[config.mk]
export PLATFORM = sky130hd
export DESIGN_NAME = leb128_pack_signed_stream
export DESIGN_NICKNAME = d
export VERILOG_FILES = /design/src/rtl/leb128_pack_signed_stream.sv
export SDC_FILE = /design/constraint.sdc
export NUM_CORES = 1
export LEC_CHECK = 0
export CAP_MARGIN = 40
export CORE_MARGIN = 2
export CORE_UTILIZATION = 45
export CTS_CLUSTER_SIZE = 24
export DETAILED_ROUTE_END_ITERATION = 7
export GPL_TIMING_DRIVEN = 0
export HOLD_SLACK_MARGIN = 0.1
export PLACE_DENSITY_LB_ADDON = 0.12
export SETUP_SLACK_MARGIN = 0.1
export SKIP_CTS_REPAIR_TIMING = 1
export SLEW_MARGIN = 10
export SYNTH_ARGS = -nofsm -noshare
export SYNTH_HDL_FRONTEND = slang
export SYNTH_SLANG_ARGS = --single-unit
[constraint.sdc]
create_clock -name clk -period 4.1 [get_ports clk]
set_input_delay 0.41 -clock clk [delete_from_list [all_inputs] [get_ports clk]]
set_output_delay 0.41 -clock clk [all_outputs]
set_load 0.02 [all_outputs]
[src/rtl/leb128_pack_signed_stream.sv]
// leb128_pack_signed_stream: serial signed-LEB128 encoder, one byte per cycle with valid/ready on both sides.
// Define LEB128_UNSIGNED_MODE_EN to add the in_unsigned port for per-word unsigned encoding.
module leb128_pack_signed_stream #(
  parameter int N  = 64,
  parameter int LW = 4
) (
  input  logic          clk,
  input  logic          rst_n,
`ifdef LEB128_UNSIGNED_MODE_EN
  input  logic          in_unsigned,
`endif
  input  logic          in_valid,
  output logic          in_ready,
  input  logic [N-1:0]  in_data,
  output logic          out_valid,
  input  logic          out_ready,
  output logic [7:0]    out_data,
  output logic          out_last,
  output logic [LW-1:0] out_idx
);
  localparam int MAXB = (N + 6) / 7;

  typedef enum logic {IDLE, EMIT} state_t;

  state_t        state_q, state_d;
  logic [N-1:0]  s_q, s_d, t;
  logic [LW-1:0] idx_q, idx_d;
  logic          up_q, uns_q, done, fill;

`ifdef LEB128_UNSIGNED_MODE_EN
  logic uns_d;
  always_ff @(posedge clk or negedge rst_n)
    if (!rst_n) uns_q <= 1'b0;
    else        uns_q <= uns_d;
`else
  assign uns_q = 1'b0;
`endif

  // The shift is built by hand so the fill bit is explicit for both modes.
  always_comb begin
    fill      = ~uns_q & s_q[N-1];
    t         = {{7{fill}}, s_q[N-1:7]};
    done      = (idx_q == LW'(MAXB - 1)) |
                (uns_q ? (t == '0) : ((t == '0) & ~s_q[6]) | ((&t) & s_q[6]));
    out_valid = (state_q == EMIT);
    out_last  = out_valid & done;
    out_data  = out_valid ? {~done, s_q[6:0]} : 8'h00;
    out_idx   = idx_q;
    in_ready  = up_q & ((state_q == IDLE) | (out_valid & out_ready & done));
    state_d   = state_q;
    s_d       = s_q;
    idx_d     = idx_q;
`ifdef LEB128_UNSIGNED_MODE_EN
    uns_d     = uns_q;
`endif
    if (out_valid & out_ready) begin
      state_d = done ? IDLE : EMIT;
      s_d     = done ? s_q : t;
      idx_d   = done ? idx_q : idx_q + 1'b1;
    end
    if (in_valid & in_ready) begin
      state_d = EMIT;
      s_d     = in_data;
      idx_d   = '0;
`ifdef LEB128_UNSIGNED_MODE_EN
      uns_d   = in_unsigned;
`endif
    end
  end

  always_ff @(posedge clk or negedge rst_n) begin
    if (!rst_n) begin
      state_q <= IDLE;
      s_q     <= '0;
      idx_q   <= '0;
      up_q    <= 1'b0;
    end else begin
      state_q <= state_d;
      s_q     <= s_d;
      idx_q   <= idx_d;
      up_q    <= 1'b1;
    end
  end
endmodule
==> metrics.cfg <==
[detailed_routing]
top_layer=met4
routed_wl_mm=9.45
vias=2822
final_antenna_net_count=0
met1_length_mm=4.50
wl_met3_um=558
remaining_drc_errors=0
wl_per_cell_um=19.1
wl_met2_mm=4.22
first_pass_iters=4
viasPerCell=5.70
drt_first_iter_violations=165

[synthesis]
yosys.area.top_type=dfrtp_1
synth_area_leaders=dfrtp_1 (46%), mux2_2 (13%), mux2_4 (13%)
synth_cells=290
ys_warn_count=0
synth-seq-cells=70
yosysTopAreaCellShare_pct=46.2
ys_seq_area_share_pct=46.2
synth_area_per_cell_um2=13.1
synth.distinct_cells=37
syn_nets=360
syn-cell-area_um2=3790

[finish]
final_nets=455
drive_above_1_share_pct=27.7
post-route-util_pct=60.5
area_delta_synth_final_pct=30.5
diodes=0
final_cell_mix=clkdlybuf4s50_1 (81), dfrtp_1 (70), mux2_2 (43)
final_common_cell=clkdlybuf4s50_1

[global_routing]
grt_pass1_vias=2881
grt_pass1_wl_mm=15.1
grt_usage_pct=22.1
grt_overflow=0
grt_max_degree=39
antenna_found_initial=0

[critical_path]
max_stage_delay_ns=0.60
cp.required_ns=3.69
critical-path-top-delay-family=simple AND/OR/NAND/NOR gates
start_kind=register
slowest_stage=or4_1
arrival_ns=3.00
crit_type=reg -> out
setup.worst_path.end_class=output port
cp_max_fo=5
worst-path-buf-inv=1
path_cells=nand4_1, or4_1, or4_1, nand4_2, and3_1, clkdlybuf4s50_1
cp_common_cell=or4_1

[power_and_ir_drop]
peakVddDrop_mv=0.278
p_per_area_nw_per_um2=615
p_leak_uw=0.00226

[sta]
rsz0062_at_grt=no
tns_ns=0
fin_skew_ns=0.00962
finalCritPeriodShare_pct=83.1
setup_viol=0
hold_viol_final=0
fin_crit_ns=3.41
finalMaxSlewViolations=0
fmax_ghz=0.294

[place]
dp_hpwl_mm=7.12
io_buffer_count=82
place_congestion=0.908

[cts]
cts_buffer_depth=2
cts_made_buffers=9
tritoncts=built
clock-sinks=70
cts.clk_slew.worst_paths_ns=0.07
cts_root_buffer=clkbuf_8
htreeDepth=3
clock_latency_ns=0.35

[floorplan]
rows=33
ios=83
die_y_um=95.8
die_area_um2=9170
start_util_pct=46.4
die_x_um=95.8
core_area_um2=8180

[outcome]
outcome=completed

[worst_hold_path]
hold_path.class=in -> async

[job]
cap_viol_max_count=0

-- state kept, by name, summed over array words and instances, names as in the netlist --
name and count:
s_q 64, out_idx 4, out_valid 1, up_q 1
-- synthesized netlist by cell type, drive strengths merged --
library cell  number
clkbuf             6
nand3              5
nor2               3
ha                 2
a21oi              1
a221o             20
and2              10
xnor2              1
o221a              1
xor2               1
a31oi              1
nor4              14
or3                2
nand3b             2
and3b              1
inv                3
o21ai              1
nand2              3
nand4             20
buf               13
dfrtp             70
mux2              85
nand2b             1
conb               1
and3              16
o211a              1
o41a               1
or4                5
-- worst paths after layout --
path                                startpoint                  end  slack [ns]  cells after the start
max                         s_q[6]$_DFFE_PN0P_             in_ready        0.69                      6
min                                      rst_n  s_q[41]$_DFFE_PN0P_        0.55                      2
max reg2reg                s_q[14]$_DFFE_PN0P_  s_q[54]$_DFFE_PN0P_        1.30                      8
min reg2reg                s_q[46]$_DFFE_PN0P_  s_q[39]$_DFFE_PN0P_        0.58                      1
max in group asynchronous                rst_n  s_q[63]$_DFFE_PN0N_        3.00                      3
min in group clk           s_q[46]$_DFFE_PN0P_  s_q[39]$_DFFE_PN0P_        0.58                      1
-- kinds of logic after synthesis --
| group | Yosys count | share of synthesized area (%) |
|---|---|---|
| xor gates and xnor gates | 2 | 0.462 |
| other | 1 | 0.0989 |
| DFF | 70 | 46.2 |
| buffers and inverters | 22 | 3.60 |
| muxes | 85 | 28.4 |
| and+or+nand+nor | 82 | 14.0 |
| AOI/OAI and AO/OA | 26 | 6.57 |
| adders and majority gates | 2 | 0.660 |
-- metal layers --
layer  vias to the layer above  GRT usage (%)
li1                       1321              -
met1                      1380           32.2
met2                       107           33.6
met3                        14           3.29
met4                         0           8.21
met5                         -              0
-- layout make-up --
type | count | area [um2]
fillers | 681 | 3230
multi-input cells | 198 | 1900
flip-flops and latches | 70 | 1750
repair buffers | 84 | 848
clock buffers | 13 | 159
well taps | 105 | 131
plain buffers | 19 | 125
clock inverters | 3 | 18.8
inverters | 3 | 11.3
-- power breakdown --
part / internal, uW / leakage (uW) / switching (uW)
clock: 252 / 0.0000934 / 259
combinational: 755 / 0.00125 / 419
sequential: 985 / 0.000910 / 373
-- per-stage QoR --
stage / worst slack, ns / instances / cell area, um2 / hold WS, ns / power, uW
6_report: 0.695 / 495 / 4950 / 0.546 / 3040
5_1_grt: 0.637 / 495 / 4950 / 0.587 / 3220
4_1_cts: 0.693 / 494 / 4940 / 0.00920 / 3050
3_5_place_dp: 1.07 / 478 / 4760 / 0.387 / 2540
3_3_place_gp: 0.202 / 477 / 4740 / 0.561 / 2500
2_1_floorplan: 1.55 / 290 / 3790 / 0.114 / 2080
Note: power is estimated with default switching activity, not from simulation.
